### config.mk
export PLATFORM = sky130hd
export DESIGN_NAME = kara36_seq
export DESIGN_NICKNAME = d
export VERILOG_FILES = /design/src/rtl/kara36_seq.sv
export SDC_FILE = /design/constraint.sdc
export NUM_CORES = 1
export LEC_CHECK = 0
export BUFFER_PORTS_ARGS = -buffer_cell sky130_fd_sc_hd__buf_2
export CAP_MARGIN = 20
export CORE_MARGIN = 1
export CORE_UTILIZATION = 45
export DETAILED_ROUTE_END_ITERATION = 7
export GPL_TIMING_DRIVEN = 0
export PLACE_DENSITY_LB_ADDON = 0.05
export RECOVER_POWER = 50
export SYNTH_ARGS = -nofsm -noshare
export SYNTH_HDL_FRONTEND = slang
export SYNTH_SLANG_ARGS = --single-unit
### constraint.sdc
create_clock -name clk -period 9.3 [get_ports clk]
set_input_delay 0.465 -clock clk [delete_from_list [all_inputs] [get_ports clk]]
set_output_delay 0.465 -clock clk [all_outputs]
set_load 0.05 [all_outputs]
### src/rtl/kara36_seq.sv
// One Karatsuba level: 2*HW x 2*HW multiply built from three sequential
// HW x HW products issued to an external leaf multiplier over a start/done level handshake.
module kara36_seq #(
  parameter int unsigned HW = 18
) (
  input  logic              clk,
  input  logic              rst,
  input  logic              start,
  input  logic [2*HW-1:0]   A,
  input  logic [2*HW-1:0]   B,
  output logic              done,
  output logic [4*HW-1:0]   P,
  output logic              m_start,
  output logic [HW-1:0]     m_a,
  output logic [HW-1:0]     m_b,
  input  logic              m_done,
  input  logic [2*HW-1:0]   m_p
);

  localparam int unsigned OW = 2 * HW;
  localparam int unsigned PW = 4 * HW;
  localparam int unsigned SW = HW + 1;

  typedef enum logic [3:0] {
    IDLE, REQ0, REL0, REQ1, REL1, REQ2, REL2, COMB, DONE
  } state_t;

  state_t        state;
  logic [HW-1:0] a1, a0, b1, b0;
  logic [SW-1:0] sa, sb;
  logic [OW-1:0] z2, z0, zs;

  // Half sums of the incoming operands, latched on accept
  logic [SW-1:0] sa_in_c, sb_in_c;
  assign sa_in_c = SW'(A[OW-1:HW]) + SW'(A[HW-1:0]);
  assign sb_in_c = SW'(B[OW-1:HW]) + SW'(B[HW-1:0]);

  // Recombination: restore the carry bits dropped from the leaf's (sa_l*sb_l)
  logic          ca, cb;
  logic [HW-1:0] sa_l, sb_l;
  logic [SW-1:0] cross_c;
  logic [PW-1:0] zm_c, mid_c, prod_c;

  assign ca      = sa[HW];
  assign cb      = sb[HW];
  assign sa_l    = sa[HW-1:0];
  assign sb_l    = sb[HW-1:0];
  assign cross_c = SW'(ca ? sb_l : {HW{1'b0}}) + SW'(cb ? sa_l : {HW{1'b0}});
  assign zm_c    = PW'(zs) + (PW'(cross_c) << HW) + (PW'(ca & cb) << OW);
  assign mid_c   = zm_c - PW'(z2) - PW'(z0);
  assign prod_c  = (PW'(z2) << OW) + (mid_c << HW) + PW'(z0);

  // Sequencer: three leaf requests, each released before the next is raised
  always_ff @(posedge clk or posedge rst) begin
    if (rst) begin
      state   <= IDLE;
      done    <= 1'b0;
      P       <= '0;
      m_start <= 1'b0;
      m_a     <= '0;
      m_b     <= '0;
      a1      <= '0;
      a0      <= '0;
      b1      <= '0;
      b0      <= '0;
      sa      <= '0;
      sb      <= '0;
      z2      <= '0;
      z0      <= '0;
      zs      <= '0;
    end else begin
      case (state)
        IDLE: begin
          if (start) begin
            a1      <= A[OW-1:HW];
            a0      <= A[HW-1:0];
            b1      <= B[OW-1:HW];
            b0      <= B[HW-1:0];
            sa      <= sa_in_c;
            sb      <= sb_in_c;
            m_a     <= A[OW-1:HW];
            m_b     <= B[OW-1:HW];
            m_start <= 1'b1;
            state   <= REQ0;
          end
        end
        REQ0: begin
          if (m_done) begin
            z2      <= m_p;
            m_start <= 1'b0;
            state   <= REL0;
          end
        end
        REL0: begin
          if (!m_done) begin
            m_a     <= a0;
            m_b     <= b0;
            m_start <= 1'b1;
            state   <= REQ1;
          end
        end
        REQ1: begin
          if (m_done) begin
            z0      <= m_p;
            m_start <= 1'b0;
            state   <= REL1;
          end
        end
        REL1: begin
          if (!m_done) begin
            m_a     <= sa_l;
            m_b     <= sb_l;
            m_start <= 1'b1;
            state   <= REQ2;
          end
        end
        REQ2: begin
          if (m_done) begin
            zs      <= m_p;
            m_start <= 1'b0;
            state   <= REL2;
          end
        end
        REL2: begin
          if (!m_done) begin
            state <= COMB;
          end
        end
        COMB: begin
          P     <= prod_c;
          done  <= 1'b1;
          state <= DONE;
        end
        DONE: begin
          if (!start) begin
            done  <= 1'b0;
            state <= IDLE;
          end
        end
        default: begin
          state <= IDLE;
        end
      endcase
    end
  end

endmodule

==> results by group <==
Critical path
  – Buf/Inv on CP: 0
  – Crit. End Element: flop
  – Worst stage delay on the critical path: approximately 610 ps
  – Setup slack, reg-to-reg: approximately 570 ps
  – WP data arrival: between 9000 and 10,000 ps
  – Critical Path RT: 9700 ps
  – Worst-path maximum fanout: 11
  – Cells on worst reg2reg path: 39
  – CP dominant cell by count: ha_1
  – RR Startpoint: sa[18]
  – Top delay family on crit path: compound AO/OA/AOI/OAI gates
  – Critical path class: flop to flop
  – CP max stage cell: fa_1
  – Critical Path Start Type: flop
  – Crit path depth: 39
  – Crit path from: sa[18]
  – RR Endpoint: P[69]
  – Critical Path End: P[69]

Synthesis
  – Synth Net Count: around 2,700
  – Synth Register Bits: 296
  – EDFF count, synth: 0
  – Register area share after synthesis: 0.353
  – Per-instance average area after synthesis: 8.90 um2
  – Area of the mapped netlist: 21,000 um2
  – Synth cell types: 73
  – Synth Flop Type: dfrtp_1
  – Cells after synthesis: approximately 2,400
  – Most area-hungry cell type in the Yosys netlist: dfrtp_1
  – Syn. warnings: 0
  – Yosys top cell area share: 0.353
  – Ys async rst share: 1.00
  – Synth area leaders: dfrtp_1 35%, ha_1 12%, nand2_1 6.3%, mux2_2 5.2%, o21ai_0 5.0%

Floorplan
  – Cell Rows: 78
  – Core area: ~46,000 um2
  – Die area: 47,400 um2
  – Die Span X: 218 um
  – Initial Util: 0.459
  – Boundary Pins: 222
  – Die Ht: approximately 220 um

Hold path
  – Hold Crit Class: primary input to flop

Global route
  – First-pass GRT wire length: roughly 100,000 um
  – GRT Util Overall: 0.273
  – Grt ovf: 0
  – Vias in the first global route: around 18,000
  – Antenna violations before repair: 3
  – Largest net degree at the start of global routing: 105

Timing
  – Count of pins over their slew limit: ~300
  – Period utilisation layout: 0.939
  – Min Clock Period, post-route: 8730 ps
  – Final Skew: 19.5 ps
  – Max Clock Freq: between 100 and 150 MHz
  – Final setup vio count: 0
  – Worst slew pin tran: 4910 ps
  – Final hold violations: 0
  – Worst rel slew slack: -2.27
  – Final WS setup: 569 ps

Drt
  – Routed Antenna Nets: 0
  – Post-detailed-route wirelength per cell: approximately 20 um
  – Initial DRC count: a little under 1,000
  – # DRC: 0
  – DR vias: ~18,000
  – Vias per inst: roughly 5.5
  – First-pass DRT Iterations: 5
  – Routed WL: 64,000 um

Clocking
  – H-Tree Depth: 2
  – CTS tree: yes
  – Clk_lat worst skew: around 570 ps
  – Clk pin slew, worst setup/hold paths: 60 ps
  – Clk sinks: between 200 and 300
  – CTS max path bufs: 3
  – Num CTS Buffers: 37
  – Clock Tree Root: clkbuf_16
  – CTS Hold Bufs: 0

Status
  – Run status: finished with violations
  – Failing checks: max-capacitance violations, max-slew violations

Placement
  – Place WS: -465 ps
  – GP Congestion: between 0.9 and 1
  – Placed cell area: ~23,000 um2
  – Number of port buffers: 220
  – HPWL Detailed: between 50,000 and 60,000 um
  – Placed Cells: ~3,200

Finish
  – Sequential Area: 7410 um2
  – Most common cell after layout, fill and taps aside: nand2_1
  – Fillers: 4,370
  – Area occupied by multi-input gates: roughly 13,000 um2
  – Layout Area Growth over Synthesis: 14.9%
  – Layout cells sized above 1: 0.142
  – Design Area, Final: between 20,000 and 25,000 um2
  – Most frequent cells in the layout: 354 x nand2_1, 294 x dfrtp_1, 204 x o21ai_0, 193 x ha_1, 177 x a21oi_1
  – # nets final: slightly below 3,000
  – Post-layout util: 0.527
  – Non-filler cells in the finished layout: 3,243

Run
  – MaxCap Viol Count: 3
-- layout make-up --
| class | instances | share of cell area |
|---|---|---|
| well taps | 600 | 0.0312 |
| clock buffers | 54 | 0.0432 |
| flip-flops and latches | 296 | 0.308 |
| repair buffers | 230 | 0.0468 |
| diodes | 1 | 0.000104 |
| clock inverters | 10 | 0.00353 |
| inverters | 166 | 0.0259 |
| plain buffers | 75 | 0.0117 |
| multi-input cells | 1811 | 0.530 |
-- kinds of logic after synthesis --
logic type / Yosys count / synth area share
muxes: 98 / 0.0525
DFF: 296 / 0.353
and+or+nand+nor: 672 / 0.145
xor gates and xnor gates: 142 / 0.0593
AOI/OAI and AO/OA: 674 / 0.202
buffers and inverters: 248 / 0.0445
adders and majority gates: 225 / 0.143
-- metrics by stage --
step | hold slack (ps) | TNS (ps)
floorplan | 447 | 0
global placement | 456 | -851370
detailed placement | 463 | -1170
CTS | 0.845 | 0
global route | 110 | -13.3
finish | 117 | 0
-- metal layers --
layer / GRT usage / part of all wire
met1: 0.347 / 0.44
met2: 0.471 / 0.48
met3: 0.0298 / 0.034
met4: 0.109 / 0.037
met5: 0 / 0.00042
-- flip-flops by register name, indices dropped and copies added (netlist names) --
| name | flops |
|---|---|
| P | 72 |
| a0 | 18 |
| b0 | 18 |
| done | 1 |
| m_a | 18 |
| m_b | 18 |
| m_start | 1 |
| sa | 19 |
| sb | 19 |
| state | 4 |
| z0 | 36 |
| z2 | 36 |
| zs | 36 |
-- repair_timing --
action                                  in CTS  in global routing
endpoints found under the setup margin       4                 14
pin swaps                                    2                  4
setup buffers                                3                  2
hold endpoints to repair                     0                  0
gates resized for setup                      2                 32
-- worst min-delay path, cell delays in order --
cell and delay, ps:
buf_2 90, nand2_1 40, nand2_1 40
-- worst min path at each step --
stage                      start      to  slack [ps]  depth (start not counted)
after floorplan            a0[0]   a0[0]         450                          2
after global placement     P[15]   P[15]         460                          2
after detailed placement  a0[16]  a0[16]         460                          2
after CTS                    rst  m_b[4]         0.8                          2
after global routing        A[0]   a0[0]         110                          3
final                       A[0]   a0[0]         120                          3
-- synth_stat cells (4+ instances only) --
library cell and instances:
nor3b_1 7, nor3_1 39, a22o_1 36, o211ai_1 6, a21boi_0 13, or3_1 8, o2111ai_1 5, nand2_1 354
o31ai_1 12, a211o_1 7, o21ai_0 208, ha_1 200, o21a_1 20, o21bai_1 26, nor2b_1 20, a21oi_1 181
a21o_1 73, o31a_1 8, and3_1 16, xnor2_1 87, nand4_1 19, nor2_1 92, or2_2 7, xor2_1 55
a31oi_1 16, dfrtp_1 296, clkbuf_1 81, mux2_2 96, fa_1 24, and2_1 45, inv_1 166, a211oi_1 12
and4_1 4, a2111oi_0 6, nand2b_1 19, nand3_1 29
Power is left out: the tool's default activity adds up to more than one toggle a clock period on the data nets, which glitch-free logic cannot reach.
